### config.mk
export PLATFORM = sky130hd
export DESIGN_NAME = bit_packer_flat
export DESIGN_NICKNAME = d
export VERILOG_FILES = /design/src/rtl/bit_packer_if.sv /design/src/rtl/bit_packer.sv /design/src/flat_wrapper.sv
export SDC_FILE = /design/constraint.sdc
export NUM_CORES = 1
export LEC_CHECK = 0
export CAP_MARGIN = 20
export CORE_ASPECT_RATIO = 0.6
export CORE_MARGIN = 2
export CORE_UTILIZATION = 30
export CTS_CLUSTER_DIAMETER = 60
export DETAILED_ROUTE_END_ITERATION = 8
export DONT_BUFFER_PORTS = 1
export GPL_TIMING_DRIVEN = 1
export PLACE_DENSITY = 0.53
export SYNTH_ARGS = -nofsm -noshare
export SYNTH_HDL_FRONTEND = slang
export SYNTH_SLANG_ARGS = --single-unit
### constraint.sdc
create_clock -name i_clock -period 7.3 [get_ports i_clock]
set_input_delay 1.46 -clock i_clock [delete_from_list [all_inputs] [get_ports i_clock]]
set_output_delay 1.46 -clock i_clock [all_outputs]
set_load 0.005 [all_outputs]
### src/rtl/bit_packer_if.sv
// Field-in / word-out bundle of the bit packer.
interface bit_packer_if;
   logic        pushin;
   logic [3:0]  lenin;
   logic [14:0] datain;
   logic        flush;
   logic        pushout;
   logic [31:0] dataout;
   logic [5:0]  fill;

   // Producer of fields and consumer of words
   modport master (
      output pushin, lenin, datain, flush,
      input  pushout, dataout, fill
   );

   // The packer itself
   modport slave (
      input  pushin, lenin, datain, flush,
      output pushout, dataout, fill
   );
endinterface

### src/rtl/bit_packer.sv
// Packs variable-length fields (0..15 bits) MSB-first into 32-bit words, with padded flush.
module bit_packer #(
   parameter logic PAD_BIT = 1'b0
) (
   input logic          i_clock,
   input logic          i_reset,
   bit_packer_if.slave  io_bus
);

   typedef enum logic {StAcc, StFlush2} state_e;

   // Held bits are left-aligned at r_acc[46]; 31 residue + 15 new bits never exceed 47.
   state_e      r_state;
   logic [46:0] r_acc;
   logic [5:0]  r_fill;
   logic        r_pushout;
   logic [31:0] r_dataout;

   state_e      w_state_nxt;
   logic [46:0] w_acc_nxt;
   logic [5:0]  w_fill_nxt;
   logic        w_pushout_nxt;
   logic [31:0] w_dataout_nxt;

   logic [3:0]  w_len;
   logic [46:0] w_field;
   logic [46:0] w_base_acc;
   logic [5:0]  w_base_fill;
   logic [6:0]  w_shift;
   logic [46:0] w_cat;
   logic [5:0]  w_cnt;
   logic [46:0] w_rem_acc;
   logic [5:0]  w_rem_fill;

   // Top n bits of acc kept, the rest forced to PAD_BIT
   function automatic logic [31:0] pad_word(input logic [46:0] acc, input logic [5:0] n);
      logic [31:0] keep;
      keep = ~(32'hFFFF_FFFF >> n);
      return (acc[46:15] & keep) | ({32{PAD_BIT}} & ~keep);
   endfunction

   // Append the masked field after the held bits; in FLUSH2 the remainder leaves first
   always_comb begin
      w_len       = io_bus.pushin ? io_bus.lenin : 4'd0;
      w_field     = {32'd0, io_bus.datain} & ((47'd1 << w_len) - 47'd1);
      w_base_acc  = (r_state == StFlush2) ? 47'd0 : r_acc;
      w_base_fill = (r_state == StFlush2) ? 6'd0 : r_fill;
      w_shift     = 7'd47 - {1'b0, w_base_fill} - {3'd0, w_len};
      w_cat       = w_base_acc | (w_field << w_shift);
      w_cnt       = w_base_fill + {2'd0, w_len};
      w_rem_acc   = w_cat << 32;
      w_rem_fill  = w_cnt - 6'd32;
   end

   // Next-state and word emission
   always_comb begin
      w_state_nxt   = StAcc;
      w_acc_nxt     = w_cat;
      w_fill_nxt    = w_cnt;
      w_pushout_nxt = 1'b0;
      w_dataout_nxt = r_dataout;
      unique case (r_state)
         StFlush2: begin
            // Flush input is ignored here; a field restarts from an empty accumulator
            w_pushout_nxt = 1'b1;
            w_dataout_nxt = pad_word(r_acc, r_fill);
         end
         default: begin
            if (w_cnt >= 6'd32) begin
               w_pushout_nxt = 1'b1;
               w_dataout_nxt = w_cat[46:15];
               w_acc_nxt     = w_rem_acc;
               w_fill_nxt    = w_rem_fill;
               if (io_bus.flush && (w_rem_fill != 6'd0)) begin
                  w_state_nxt = StFlush2;
               end
            end else if (io_bus.flush && (w_cnt != 6'd0)) begin
               w_pushout_nxt = 1'b1;
               w_dataout_nxt = pad_word(w_cat, w_cnt);
               w_acc_nxt     = 47'd0;
               w_fill_nxt    = 6'd0;
            end
         end
      endcase
   end

   // State registers with synchronous reset
   always_ff @(posedge i_clock) begin
      if (i_reset) begin
         r_state   <= StAcc;
         r_acc     <= 47'd0;
         r_fill    <= 6'd0;
         r_pushout <= 1'b0;
         r_dataout <= 32'd0;
      end else begin
         r_state   <= w_state_nxt;
         r_acc     <= w_acc_nxt;
         r_fill    <= w_fill_nxt;
         r_pushout <= w_pushout_nxt;
         r_dataout <= w_dataout_nxt;
      end
   end

   assign io_bus.pushout = r_pushout;
   assign io_bus.dataout = r_dataout;
   assign io_bus.fill    = r_fill;

endmodule

### src/flat_wrapper.sv
// flat-port wrapper written by rule: the top's interface ports become plain ports
module bit_packer_flat 
#(
   parameter logic PAD_BIT = 1'b0
)
  (i_clock, i_reset, io_bus_pushin, io_bus_lenin, io_bus_datain, io_bus_flush, io_bus_pushout, io_bus_dataout, io_bus_fill);
  bit_packer_if io_bus_i ();
  input logic i_clock;
  input logic i_reset;
  input wire logic [$bits(io_bus_i.pushin)-1:0] io_bus_pushin;
  input wire logic [$bits(io_bus_i.lenin)-1:0] io_bus_lenin;
  input wire logic [$bits(io_bus_i.datain)-1:0] io_bus_datain;
  input wire logic [$bits(io_bus_i.flush)-1:0] io_bus_flush;
  output wire logic [$bits(io_bus_i.pushout)-1:0] io_bus_pushout;
  output wire logic [$bits(io_bus_i.dataout)-1:0] io_bus_dataout;
  output wire logic [$bits(io_bus_i.fill)-1:0] io_bus_fill;
  assign io_bus_i.pushin = io_bus_pushin;
  assign io_bus_i.lenin = io_bus_lenin;
  assign io_bus_i.datain = io_bus_datain;
  assign io_bus_i.flush = io_bus_flush;
  assign io_bus_pushout = io_bus_i.pushout;
  assign io_bus_dataout = io_bus_i.dataout;
  assign io_bus_fill = io_bus_i.fill;
  bit_packer #(.PAD_BIT(PAD_BIT)) u_core (.i_clock(i_clock), .i_reset(i_reset), .io_bus(io_bus_i));
endmodule
== Yosys cells after proc, flatten, opt, wreduce, memory -nomap -nowiden ==
Index checks and enable logic that the tools add are counted.
Operators by class
  $add $sub $neg: 5
  divide/modulo/power cells: 0
  magnitude comparators: 1
  shifts and indexed selects: 4
  reduce and logical (&&, ||, !) cells: 6
  bitwise gates (word level): 7
  equal/unequal tests: 0
  muxes and demuxes: 16
  multiply operators: 0
Operators by type and width (number)
  $mux 47: 4
  $mux 32: 3
  $and 32x32->32: 2
  $not 32->32: 2
  $shr 32x6->32 const A: 2
  $and 15x47->47: 1
  $or 47x47->47: 1
  $shl 1x4->47 const A: 1
  $shl 47x7->47: 1
  $sub 47x1->47 const B: 1
  $mux 6: 4
  $reduce_bool 6->1: 2
  $sub 6x6->7 const A: 1
  $sub 7x4->7: 1
  $add 6x4->6: 1
  $ge 6x6->1 const B: 1
  $sub 6x6->6 const B: 1
  $mux 1: 4
  $mux 4: 1
  $reduce_bool 3->1: 1
  $reduce_or 3->1: 1
  $logic_and 1x1->1: 2
  $not 1->1: 1
Word-level totals
  memories: 0
  bits of input ports: 23
  output and inout bits: 39
  RAM bits: 0
  logic and storage cells: 44
  register bits: 87
  bits in latches: 0
  bits in read-only memories: 0

== Depth between registers and ports, before layout ==
Gate-level depths: netlist (run 1).
  word-level depth: 10
  depth in mapped cells: 18
  gate-level depth less buffers: 14

== Least setup slack after synthesis (run 1) ==
Ideal clock, no wire load.
  path type: input -> register
  start: in io_bus_lenin[2]
  end: reg u_core.r_acc[34]
  path slack: 2.560 ns
  arrival time: 4.623 ns
  setup time: 0.117 ns
  path buffers: 5
  stages on the path: 15
  path through: buf_2 buf_2 nand2_1 ha_1 inv_1 fa_1 clkbuf_1 buf_2 buf_1 nor3_1 o211ai_1 o221ai_1 a21oi_1 o221ai_1 a22o_1
On the way
  word-level cells in the longest chain between the ends: 9
  elaborated cells on any way between the ends: 14
  those cells by class: add/sub: 3; order compare: 1; shift: 2; mux: 4; bitwise: 2; reduce/logical: 2
Ends and longest elaborated chain
  start: declaration: RTL line flat_wrapper.sv:11  | input wire logic [$bits(io_bus_i.lenin)-1:0] io_bus_lenin;
  $mux 4 (*): RTL line bit_packer.sv:44  | w_len = io_bus.pushin ? io_bus.lenin : 4'd0;
  $shl 1x4->47: RTL line bit_packer.sv:45  | w_field = {32'd0, io_bus.datain} & ((47'd1 << w_len) - 47'd1);
  $sub 47x1->47: RTL line bit_packer.sv:45
  $and 15x47->47: RTL line bit_packer.sv:45
  $shl 47x7->47: RTL line bit_packer.sv:49  | w_cat = w_base_acc | (w_field << w_shift);
  $or 47x47->47: RTL line bit_packer.sv:49
  $mux 47: RTL line bit_packer.sv:77  | end else if (io_bus.flush && (w_cnt != 6'd0)) begin
  $mux 47: RTL line bit_packer.sv:69  | if (w_cnt >= 6'd32) begin
  $mux 47 (*): RTL line bit_packer.sv:62  | unique case (r_state)
  end signal: assignment: RTL line bit_packer.sv:97  | r_acc <= w_acc_nxt;
  end: declaration: RTL line bit_packer.sv:14  | logic [46:0] r_acc;
Mark *: on every way between the ends. The rest lies on a longest branch, timed or not.
A chain may end at the register's enable or synchronous reset.

== Worst setup path after layout (run 1) ==
  start: in io_bus_pushin
  end: reg u_core.r_dataout[13], in the netlist u_core.io_bus.dataout[13]
On the way
  word-level cells in the longest chain between the ends: 10
  elaborated cells on any way between the ends: 18
  those cells by class: add/sub: 3; order compare: 1; shift: 3; mux: 4; bitwise: 4; reduce/logical: 3
Ends and longest elaborated chain
  start: declaration: RTL line flat_wrapper.sv:10  | input wire logic [$bits(io_bus_i.pushin)-1:0] io_bus_pushin;
  $mux 4 (*): RTL line bit_packer.sv:44
  $shl 1x4->47: RTL line bit_packer.sv:45
  $sub 47x1->47: RTL line bit_packer.sv:45
  $and 15x47->47: RTL line bit_packer.sv:45
  $shl 47x7->47: RTL line bit_packer.sv:49
  $or 47x47->47: RTL line bit_packer.sv:49
  $and 32x32->32: RTL line bit_packer.sv:39  | return (acc[46:15] & keep) | ({32{PAD_BIT}} & ~keep);
  $mux 32: RTL line bit_packer.sv:77
  $mux 32: RTL line bit_packer.sv:69
  $mux 32: RTL line bit_packer.sv:62
  end signal: assignment: RTL line bit_packer.sv:100  | r_dataout <= w_dataout_nxt;
  end: declaration: RTL line bit_packer.sv:17  | logic [31:0] r_dataout;
Mark *: on every way between the ends. The rest lies on a longest branch, timed or not. The select of a mux whose other input is x is not followed.

==> results of run 1 <==
report_power, final:
group | internal (mW) | switching [mW] | total [mW]
Sequential | 0.510 | 0.0418 | 0.552
Combinational | 0.268 | 0.635 | 0.903
Clock | 0.246 | 0.218 | 0.463
registers in the layout (all words and copies together), names as in the netlist:
signal,flops
u_core.r_acc,47
u_core.io_bus.dataout,32
u_core.io_bus.fill,6
u_core.io_bus.pushout,1
u_core.r_state,1
worst register-to-register path: cells and delay by family (launching register included):
family | cells | cell delay, ns
AO/OA/AOI/OAI | 3 | 1.15
adder cells (fa/ha/maj) | 2 | 1.53
buffers and inverters | 2 | 0.77
flip-flops | 1 | 0.93
multiplexers | 1 | 0.15
AND/OR/NAND/NOR | 3 | 0.70
placed cells by master (no fill, tap or decap), types with 12 or more instances in the layout:
cell type / instances
inv_1: 30
o211ai_1: 15
dfxtp_1: 87
a211oi_1: 14
o21ai_0: 31
nand3_1: 30
nor2_1: 81
a31oi_1: 15
nor3_1: 29
o2bb2ai_1: 19
nand2_1: 88
o22ai_1: 12
a32oi_1: 15
a21oi_1: 52
ha_1: 12
a22oi_1: 13
and2_1: 23
buf_4: 17
metal layers:
layer	global-route usage	wire (µm)
met1	0.3732	13470
met2	0.3168	10630
met3	0.1133	4523
met4	0.05000	397
met5	0.02614	80
per-stage QoR:
step | hold slack, ns | utilization | instances
3_3_place_gp | 0.4632 | 0.3187 | 1086
3_5_place_dp | 0.4715 | 0.3187 | 1086
2_1_floorplan | 0.4475 | - | 857
4_1_cts | 0.4846 | 0.3324 | 1102
6_report | 0.4936 | 0.3324 | 1102
5_1_grt | 0.5208 | 0.3324 | 1102
final cells by class:
| class | instances | area (µm²) |
|---|---|---|
| fill | 2269 | 14140 |
| multi-input combinational | 671 | 4414 |
| sequential | 87 | 1742 |
| tap | 279 | 349.1 |
| clock buffer | 10 | 239.0 |
| timing repair buffer | 17 | 127.6 |
| inverter | 32 | 120.1 |
| clock inverter | 6 | 50.05 |
cells by family (layout without fill, tap and decap cells):
| group | Yosys count | in the layout | synth area share |
|---|---|---|---|
| other | 1 | 1 | 0.0005736 |
| buffers and inverters | 99 | 65 | 0.06144 |
| DFF | 87 | 87 | 0.2664 |
| and+or+nand+nor | 314 | 314 | 0.2329 |
| muxes | 3 | 3 | 0.004785 |
| AOI/OAI and AO/OA | 330 | 330 | 0.3904 |
| xor gates and xnor gates | 9 | 9 | 0.01436 |
| adders and majority gates | 14 | 14 | 0.02909 |
how the worst max path moves through the flow:
stage / start / end / slack [ns] / cells after the start
after global placement: io_bus_pushin / u_core.r_acc[29]$_SDFF_PP0_ / 1.74 / 12
after global routing: io_bus_pushin / u_core.io_bus.dataout[13]$_SDFFE_PP0P_ / 1.70 / 13
after detailed placement: io_bus_pushin / u_core.r_acc[29]$_SDFF_PP0_ / 1.70 / 12
final: io_bus_pushin / u_core.io_bus.dataout[13]$_SDFFE_PP0P_ / 1.90 / 13
after CTS: io_bus_pushin / u_core.io_bus.dataout[13]$_SDFFE_PP0P_ / 2.06 / 13
after floorplan: io_bus_lenin[2] / u_core.r_acc[34]$_SDFF_PP0_ / 2.56 / 15
==> summary.md, run 1 <==
| Metric | Value |
|---|---|
| Status | complete, no violations |
| Final net count | 855 |
| Peak VDD IR | 0.0001144 V |
| CP top delay family | simple AND/OR/NAND/NOR gates |
| Net Count, Synth | 894 |
| Detailed-route via count | 7238 |
| Most common cell on crit path | inv_1 |
| Pre-CTS setup slack | 1.697 ns |
| Worst EP required | 7.54 ns |
| DIE WIDTH | 194.6 µm |
| Critical path class | input port to register |
| Post-CTS sizing | 0 |
| CTS tree | yes |
| Yosys warns | 0 |
| Placement row count | 41 |
| Endpoint class of the critical path | register |
| Post-route clock period utilization | 0.7397 |
| Initial Util | 0.3086 |
| Unrepaired setup endpoints after global routing | no |
| Vias in the first global route | 6593 |
| Min-Delay Path Depth | 2 |
| Worst Hold Path EP | u_core.r_acc[5]$_SDFF_PP0_ |
| Reg2reg setup slack | 1.98 ns |
| Worst-path fanout max | 20 |
| Slowest-stage cell, CP | and2_1 |
| R2R Path End | u_core.r_acc[29]$_SDFF_PP0_ |
| Antenna violations before repair | 0 |
| GR Util All Layers | 0.2505 |
| DR pass1 iterations | 5 |
| CP Launch Type | input port |
| Max cap viols | 0 |
| CTS H-tree lvls | 3 |
| Syn avg cell area | 7.628 µm² |
| PD cells | 272.4 mW/mm² |
| Cell with the most instances after synthesis | nand2_1 |
| Worst-case clock buffer depth | 2 |
| Buf/Inv on CP | 4 |
| Top area cells in the synthesized netlist | dfxtp_1, nand2_1, nor2_1 |
| HPWL after detailed placement | 21870 µm |
| CTS root buf | clkbuf_16 |
| Post-Syn Instances | 857 |
| Routed Antenna Nets | 0 |
| Worst Reg-to-Reg Cells | 11 |
| Hold_buf cts | 0 |
| Core ar. | 0.02119 mm² |
| Hold/Removal Path Class | register to register |
| Worst clock skew | 0.01284 ns |
| Post-synth EDFFs | 0 |
| Initial DRC count | 1064 |
| Largest stage delay on the critical path | 0.82 ns |
| First-pass GRT wire length | 43500 µm |
| Via/cell ratio | 6.568 |
| Lkg Pwr | 2.373 nW |
| Fin. max-slew vios | 0 |
| Sequential area share after synthesis | 0.2664 |
| Worst slew pin tran | 1.230 ns |
| Io pins | 62 |
| Buffers on Ports | 0 |
| Yosys top cell by area | dfxtp_1 |
| Cts bufs inserted | 9 |
| Synth cell count leaders | nand2_1, dfxtp_1, nor2_1 |
| WL final | 29100 µm |
| Post-synth ARST share | 0 |
| CP Cell Sequence | inv_1 -> nor2_1 -> ha_1 -> inv_1 -> fa_1 -> inv_1 -> nor2_1 -> nand2_1 -> o31ai_4 -> and2_1 -> buf_4 -> a41oi_1 -> a31oi_1 |
| Final hold vios | 0 |
| Latest clock arrival within the worst-skew pair | 0.36 ns |
| Final Critical Period | 5.400 ns |
| DRC Markers | 0 |
| Largest net degree at the start of global routing | 50 |
| Die H | 118.3 µm |
| Layout cells sized above 1 | 0.07898 |
| Hold_sp | u_core.r_acc[5]$_SDFF_PP0_ |
| Dominant synthesized flop cell | dfxtp_1 |
| Endpoints failing setup | 0 |
| DR WL/cell | 26.41 µm |
| R2r startpoint | u_core.io_bus.fill[2]$_SDFF_PP0_ |
| Die area | 0.02303 mm² |
| Clock-pin slew on the worst setup and hold paths | 0.07 ns |
| Antenna cells | 0 |
| F_max | 0.1852 GHz |
| Unique masters post-synth | 95 |
| Slew HR | 0.1695 |
| Area fraction of the dominant cell type after synthesis | 0.2664 |
| Final Cell Area | 0.007042 mm² |
| Worst EP arrival | 5.64 ns |
| GR Overflow Total | 0 |
| #FFs+latches synth | 87 |
| Power, Total | 1.918 mW |
| Post-Place Cell Area | 0.006753 mm² |
| Routability cong. | 1.016 |
| Area of the mapped netlist | 0.006538 mm² |
| Post-CTS Setup Inserts | 0 |
| Clock sink total | 87 |
| Area Growth Syn to Fin | 7.713% |
| Setup ws final | 1.900 ns |
| TNS Setup | 0 ns |
(Power assumes the default switching activity.)
==> inputs of run 2 (changes only) <==
==> constraint.sdc (replaced) <==
create_clock -name i_clock -period 5.59 [get_ports i_clock]
set_input_delay 1.118 -clock i_clock [delete_from_list [all_inputs] [get_ports i_clock]]
set_output_delay 1.118 -clock i_clock [all_outputs]
set_load 0.005 [all_outputs]
==> run 2 against run 1 <==
Effect of this change:
- via count rose by 0.28%
- clock power is 45% higher
- hold slack worse by 0.011 ns
- clock-buffer cell count is 1 lower
- register-to-register slack worse by 1.0 ns
- critical endpoint unchanged
- largest cell class unchanged
- largest power group unchanged
- highest routed layer is now met4
==> summary.md, run 2 (synthesized netlist as in run 1, its figures left out) <==
| Metric | Value |
|---|---|
| Most common cell on crit path | ha_1 (was inv_1) |
| Post-Place Cell Area | 0.006847 mm² (was 0.006753 mm²) |
| Reg2reg setup slack | 0.98 ns (was 1.98 ns) |
| CTS H-tree lvls | 3 (unchanged) |
| DR WL/cell | 26.79 µm (was 26.41 µm) |
| Met2 WL | 10810 µm (was 10630 µm) |
| Max reg flops | 47 (unchanged) |
| DIE WIDTH | 194.6 µm (unchanged) |
| Post-CTS sizing | 0 (unchanged) |
| Buffers on Ports | 0 (unchanged) |
| TNS Setup | 0 ns (unchanged) |
| Area Growth Syn to Fin | 9.646% (was 7.713%) |
| Power, Total | 2.609 mW (was 1.918 mW) |
| Slew HR | 0.2526 (was 0.1695) |
| Uppermost routed layer | met4 (was met5) |
| DRT met1 WL | 13740 µm (was 13470 µm) |
| DRC Markers | 0 (unchanged) |
| Routability cong. | 1.016 (about the same) |
| Die area | 0.02303 mm² (unchanged) |
| CP Cell Sequence | nand2_1 -> ha_1 -> ha_1 -> inv_1 -> fa_1 -> nand2b_1 -> a21oi_1 -> o211ai_1 -> and2_1 -> buf_4 -> o41ai_1 -> nand3_1 -> a31oi_1 (was inv_1 -> nor2_1 -> ha_1 -> inv_1 -> fa_1 -> inv_1 -> nor2_1 -> nand2_1 -> o31ai_4 -> and2_1 -> buf_4 -> a41oi_1 -> a31oi_1) |
| HPWL after detailed placement | 22400 µm (was 21870 µm) |
| Slowest-stage cell, CP | o41ai_1 (was and2_1) |
| Endpoint class of the critical path | register (unchanged) |
| Final Core Density | 0.3383 (was 0.3324) |
| Worst-path fanout max | 19 (was 20) |
| Largest stage delay on the critical path | 0.97 ns (was 0.82 ns) |
| Hold/Removal Path Class | register to register (unchanged) |
| Status | complete, no violations (unchanged) |
| Final Cell Area | 0.007168 mm² (was 0.007042 mm²) |
| Critical path class | input port to register (unchanged) |
| Detailed-route via count | 7258 (was 7238) |
| Setup crit start | io_bus_pushin (unchanged) |
| Worst-case clock buffer depth | 2 (unchanged) |
| CTS tree | yes (unchanged) |
| Hold_sp | u_core.r_acc[21]$_SDFF_PP0_ (was u_core.r_acc[5]$_SDFF_PP0_) |
| R2r startpoint | u_core.io_bus.fill[1]$_SDFF_PP0_ (was u_core.io_bus.fill[2]$_SDFF_PP0_) |
| Min Hold Slack | 0.4823 ns (was 0.4936 ns) |
| First-pass GRT wire length | 44230 µm (was 43500 µm) |
| Placement row count | 41 (unchanged) |
| Hold_buf cts | 0 (unchanged) |
| Clk network pwr share | 0.257 (was 0.242) |
| Latest clock arrival within the worst-skew pair | 0.36 ns (about the same) |
| Worst clock skew | 0.009041 ns (was 0.01284 ns) |
| Share of power burned in registers | 0.273 (was 0.288) |
| Sw Share | 0.4535 (was 0.4664) |
| Io pins | 62 (unchanged) |
| Die H | 118.3 µm (unchanged) |
| Pint | 1.426 mW (was 1.024 mW) |
| CP Launch Type | input port (unchanged) |
| GR Overflow Total | 0 (unchanged) |
| F_max | 0.2157 GHz |
| Vias in the first global route | 6576 (was 6593) |
| Initial Util | 0.3086 (unchanged) |
| Lkg Pwr | 2.450 nW (was 2.373 nW) |
| Max cap viols | 0 (unchanged) |
| Post-CTS Setup Inserts | 0 (unchanged) |
| Unrepaired setup endpoints after global routing | no (unchanged) |
| Core ar. | 0.02119 mm² (unchanged) |
| Endpoints failing setup | 0 (unchanged) |
| GR Util All Layers | 0.2556 (was 0.2505) |
| DR pass1 iterations | 6 (was 5) |
| Fin. max-slew vios | 0 (unchanged) |
| Via/cell ratio | 6.515 (was 6.568) |
| Register Area | 0.001742 mm² (unchanged) |
| PD cells | 364.0 mW/mm² (was 272.4 mW/mm²) |
| Worst EP arrival | 4.88 ns (was 5.64 ns) |
| CTS root buf | clkbuf_16 (unchanged) |
| Clock-pin slew on the worst setup and hold paths | 0.07 ns (about the same) |
| Most frequent cells in the layout | nand2_1, dfxtp_1, nor2_1 (unchanged) |
| DR WL met3 | 4808 µm (was 4523 µm) |
| Area occupied by multi-input gates | 0.004414 mm² (unchanged) |
| Combinational share of power | 0.470 (was 0.471) |
| Switch Pwr | 1.183 mW (was 894.6 µW) |
| Number of fill cells | 2276 (was 2269) |
| Final net count | 867 (was 855) |
| Largest net degree at the start of global routing | 43 (was 50) |
| Cts bufs inserted | 9 (unchanged) |
| Final Critical Period | 4.636 ns |
| Biggest register | u_core.r_acc (unchanged) |
| Peak VDD IR | 0.0001679 V (was 0.0001144 V) |
| Antenna violations before repair | 0 (unchanged) |
| Commonest non-fill, non-tap cell in the layout | nand2_1 (unchanged) |
| Clock sink total | 87 (unchanged) |
| Routed Antenna Nets | 0 (unchanged) |
| Initial DRC count | 1257 (was 1064) |
| Post-route clock period utilization | 0.8293 |
| Layout cells sized above 1 | 0.09222 (was 0.07898) |
| Antenna cells | 0 (unchanged) |
| Final hold vios | 0 (unchanged) |
| CP top delay family | compound AO/OA/AOI/OAI gates (was simple AND/OR/NAND/NOR gates) |
| Worst slew pin tran | 1.107 ns (was 1.230 ns) |
| Worst EP required | 5.84 ns (was 7.54 ns) |
| WL final | 29840 µm (was 29100 µm) |
| Buf/Inv on CP | 2 (was 4) |
## run 2: changes by cell type in the layout (fill, tap and decap cells not counted), sizes merged
cell | before | now
buf | 17 | 29
bufinv | 0 | 2
clkbuf | 10 | 9
clkinv | 3 | 6
clkinvlp | 1 | 0
inv | 34 | 31
## run 2: worst reg2reg max path: stages, from the launching register on
cell and delay (ns):
dfxtp_1 0.65, nand2_1 0.24, ha_1 0.36, ha_1 0.17, inv_1 0.05, fa_1 0.47, nand2b_1 0.25, a21oi_1 0.22
o211ai_1 0.18, and2_1 0.28, buf_4 0.24, o41ai_1 0.97, nand3_1 0.15, a31oi_1 0.28
## run 2: stage by stage
stage	std cells	setup WS (ns)
floorplan	857	1.192
global placement	1097	0.7090
detailed placement	1098	0.7582
CTS	1114	1.096
global route	1114	0.7796
finish	1114	0.9543
## run 2: per-layer routing
metal | up-vias | track usage
li1 | 3245 | -
met1 | 3472 | 0.3813
met2 | 497 | 0.3132
met3 | 44 | 0.1341
met4 | 0 | 0.04663
met5 | - | 0
## run 2: final timing paths
kind	end	cells past startpoint
hold reg to reg	u_core.io_bus.dataout[6]$_SDFFE_PP0P_	2
setup / recovery	u_core.io_bus.dataout[13]$_SDFFE_PP0P_	13
hold / removal	u_core.io_bus.dataout[6]$_SDFFE_PP0P_	2
setup reg to reg	u_core.io_bus.dataout[13]$_SDFFE_PP0P_	13
## run 2: power by group through the flow
stage	clock network (mW)	logic, mW	registers (mW)
6_report	0.671	1.23	0.712
5_1_grt	0.699	1.29	0.717
4_1_cts	0.673	1.17	0.711
3_5_place_dp	0	1.16	0.725
3_3_place_gp	0	1.17	0.724
2_1_floorplan	0	0.771	0.703
## run 2: final cells by class
| type | count | area share |
|---|---|---|
| clock buffer | 9 | 0.03142 |
| clock inverter | 7 | 0.01344 |
| timing repair buffer | 29 | 0.03090 |
| sequential | 87 | 0.2430 |
| inverter | 32 | 0.01676 |
| tap | 279 | 0.04870 |
| multi-input combinational | 671 | 0.6158 |
==> inputs of run 3 (changes only) <==
--- a/config.mk
+++ b/config.mk
@@ -13,7 +13,7 @@
 export DETAILED_ROUTE_END_ITERATION = 8
 export DONT_BUFFER_PORTS = 1
 export GPL_TIMING_DRIVEN = 1
-export PLACE_DENSITY = 0.53
+export PLACE_DENSITY = 0.54
 export SYNTH_ARGS = -nofsm -noshare
 export SYNTH_HDL_FRONTEND = slang
 export SYNTH_SLANG_ARGS = --single-unit
==> constraint.sdc (replaced) <==
create_clock -name i_clock -period 4.2 [get_ports i_clock]
set_input_delay 0.84 -clock i_clock [delete_from_list [all_inputs] [get_ports i_clock]]
set_output_delay 0.84 -clock i_clock [all_outputs]
set_load 0.005 [all_outputs]
==> run 3 against run 2 <==
Effect of this change:
- critical path depth rose by 2
- non-clock buffer count grew 37
- clock skew hardly changed
- utilization rose by 1.5 points
- combinational power rose by 47%
- register-to-register slack got worse by 0.54 ns
==> summary.md, run 3 (synthesized netlist as in run 1, its figures left out) <==
| Metric | Value |
|---|---|
| Status | complete, no violations (unchanged) |
| Unrepaired setup endpoints after global routing | no (unchanged) |
| Via/cell ratio | 6.343 (was 6.515) |
| CTS tree | yes (unchanged) |
| WL final | 29590 µm (was 29840 µm) |
| Vias in the first global route | 6824 (was 6576) |
| Largest net degree at the start of global routing | 54 (was 43) |
| Post-CTS sizing | 0 (unchanged) |
| Hold/Removal Path Class | register to register (unchanged) |
| Worst EP arrival | 4.08 ns (was 4.88 ns) |
| Placement row count | 41 (unchanged) |
| Biggest register | u_core.r_acc (unchanged) |
| Layout Cells excl Fill | 1151 (was 1114) |
| First-pass GRT wire length | 44570 µm (was 44230 µm) |
| Fin. max-slew vios | 0 (unchanged) |
| Clock-pin slew on the worst setup and hold paths | 0.07 ns (about the same) |
| GR Overflow Total | 0 (unchanged) |
| TNS Setup | 0 ns (unchanged) |
| R2r startpoint | u_core.r_state$_SDFF_PP0_ (was u_core.io_bus.fill[1]$_SDFF_PP0_) |
| Worst-path fanout max | 28 (was 19) |
| Post-route clock period utilization | 0.9079 |
| DR WL/cell | 25.70 µm (was 26.79 µm) |
| Worst EP required | 4.47 ns (was 5.84 ns) |
| Initial DRC count | 1145 (was 1257) |
| Peak VDD IR | 0.0002038 V (was 0.0001679 V) |
| Lkg Pwr | 2.644 nW (was 2.450 nW) |
| DR pass1 iterations | 7 (was 6) |
| Layout cells sized above 1 | 0.1307 (was 0.09222) |
| Initial Util | 0.3086 (unchanged) |
| Critical path class | input port to register (unchanged) |
| CP Launch Type | input port (unchanged) |
| Final net count | 904 (was 867) |
| Worst slew pin tran | 1.006 ns (was 1.107 ns) |
| Slew HR | 0.3267 (was 0.2526) |
| GR Util All Layers | 0.2557 (was 0.2556) |
| Final hold vios | 0 (unchanged) |
| Io pins | 62 (unchanged) |
| Clock sink total | 87 (unchanged) |
| Core ar. | 0.02119 mm² (unchanged) |
| Worst Reg-to-Reg Cells | 14 (was 13) |
| F_max | 0.2623 GHz |
| Final Critical Period | 3.813 ns |
| CTS H-tree lvls | 3 (unchanged) |
| Power, Total | 3.673 mW (was 2.609 mW) |
| Inst Count DP | 1135 (was 1098) |
| Routability cong. | 1.018 (was 1.016) |
| CTS root buf | clkbuf_16 (unchanged) |
| Commonest non-fill, non-tap cell in the layout | nand2_1 (unchanged) |
| Cts bufs inserted | 9 (unchanged) |
| Antenna violations before repair | 0 (unchanged) |
| DRC Markers | 0 (unchanged) |
| Most frequent cells in the layout | nand2_1, dfxtp_1, nor2_1 (unchanged) |
| DIE WIDTH | 194.6 µm (unchanged) |
| Area Growth Syn to Fin | 14.56% (was 9.646%) |
| Detailed-route via count | 7301 (was 7258) |
| Max cap viols | 0 (unchanged) |
| Worst setup path end | u_core.io_bus.dataout[6]$_SDFFE_PP0P_ (was u_core.io_bus.dataout[13]$_SDFFE_PP0P_) |
| Endpoint class of the critical path | register (unchanged) |
| Reg2reg setup slack | 0.44 ns (was 0.98 ns) |
| Worst clock skew | 0.008559 ns (was 0.009041 ns) |
| Die area | 0.02303 mm² (unchanged) |
| Buffers on Ports | 0 (unchanged) |
| Post-CTS Setup Inserts | 0 (unchanged) |
| Endpoints failing setup | 0 (unchanged) |
| Hold_buf cts | 0 (unchanged) |
| R2R Path End | u_core.io_bus.dataout[6]$_SDFFE_PP0P_ (was u_core.io_bus.dataout[13]$_SDFFE_PP0P_) |
| HPWL after detailed placement | 22440 µm (was 22400 µm) |
| Die H | 118.3 µm (unchanged) |
| Routed Antenna Nets | 0 (unchanged) |
| Antenna cells | 0 (unchanged) |
| Worst-case clock buffer depth | 2 (unchanged) |
| Max reg flops | 47 (unchanged) |
| PD cells | 490.5 mW/mm² (was 364.0 mW/mm²) |
| Setup crit start | io_bus_pushin (unchanged) |
| Latest clock arrival within the worst-skew pair | 0.36 ns (about the same) |
run 3: cell types whose count changed in the layout (fill, tap and decap cells not counted), moves of 2 or more:
cell	before	now
clkinv_4	2	0
clkinv_2	2	0
buf_12	0	3
buf_4	28	63
inv_6	1	4
run 3: final cells by class:
class / count / area [µm²]
Tap cell: 279 / 349.1
Multi-Input combinational cell: 671 / 4414
Timing Repair Buffer: 66 / 533.0
Fill cell: 2224 / 13700
Inverter: 32 / 120.1
Clock inverter: 7 / 106.4
Sequential cell: 87 / 1742
Clock buffer: 9 / 225.2
run 3: worst max-delay path, stage by stage:
cell,delay (ns)
inv_1,0.04
nor2_1,0.18
ha_1,0.21
inv_1,0.07
ha_1,0.21
inv_1,0.07
fa_1,0.50
buf_12,0.22
or3b_2,0.48
o211ai_1,0.16
o31ai_1,0.15
a2bb2oi_1,0.23
nor3_1,0.30
o31ai_1,0.13
a311oi_1,0.28
run 3: stage by stage:
step                utilization  instance area (µm²)  hold WS (ns)  setup WS [ns]
finish                   0.3535                 7490        0.4925         0.3870
global route             0.3535                 7490        0.5222         0.1722
CTS                      0.3535                 7490        0.4874         0.4205
detailed placement       0.3379                 7158        0.4731        0.05858
global placement         0.3379                 7158        0.4762        0.07994
floorplan                     -                 6539        0.4475        0.08008
run 3: layer usage:
layer,vias to the layer above,wire length (µm),GRT usage
li1,3305,-,-
met1,3481,13130,0.3721
met2,491,11140,0.3367
met3,24,5030,0.1261
met4,0,291,0.03558
met5,-,0,0
run 3: worst min path at each step:
| stage | start | end | slack [ns] | depth (start not counted) |
|---|---|---|---|---|
| 5_1_grt | u_core.r_acc[21]$_SDFF_PP0_ | u_core.io_bus.dataout[6]$_SDFFE_PP0P_ | 0.52 | 2 |
| 6_report | u_core.r_acc[5]$_SDFF_PP0_ | u_core.r_acc[5]$_SDFF_PP0_ | 0.49 | 2 |
| 2_1_floorplan | u_core.r_acc[5]$_SDFF_PP0_ | u_core.r_acc[5]$_SDFF_PP0_ | 0.45 | 2 |
| 3_3_place_gp | u_core.r_acc[14]$_SDFF_PP0_ | u_core.r_acc[14]$_SDFF_PP0_ | 0.48 | 2 |
| 3_5_place_dp | u_core.r_acc[5]$_SDFF_PP0_ | u_core.r_acc[5]$_SDFF_PP0_ | 0.47 | 2 |
| 4_1_cts | u_core.r_acc[5]$_SDFF_PP0_ | u_core.r_acc[5]$_SDFF_PP0_ | 0.49 | 2 |
run 3: where the power goes:
| part | leakage, nW | internal (mW) | switching (mW) | total [mW] |
|---|---|---|---|---|
| sequential | 0.705 | 0.887 | 0.0487 | 0.936 |
| clock | 0.163 | 0.535 | 0.393 | 0.928 |
| combinational | 1.78 | 0.623 | 1.19 | 1.81 |
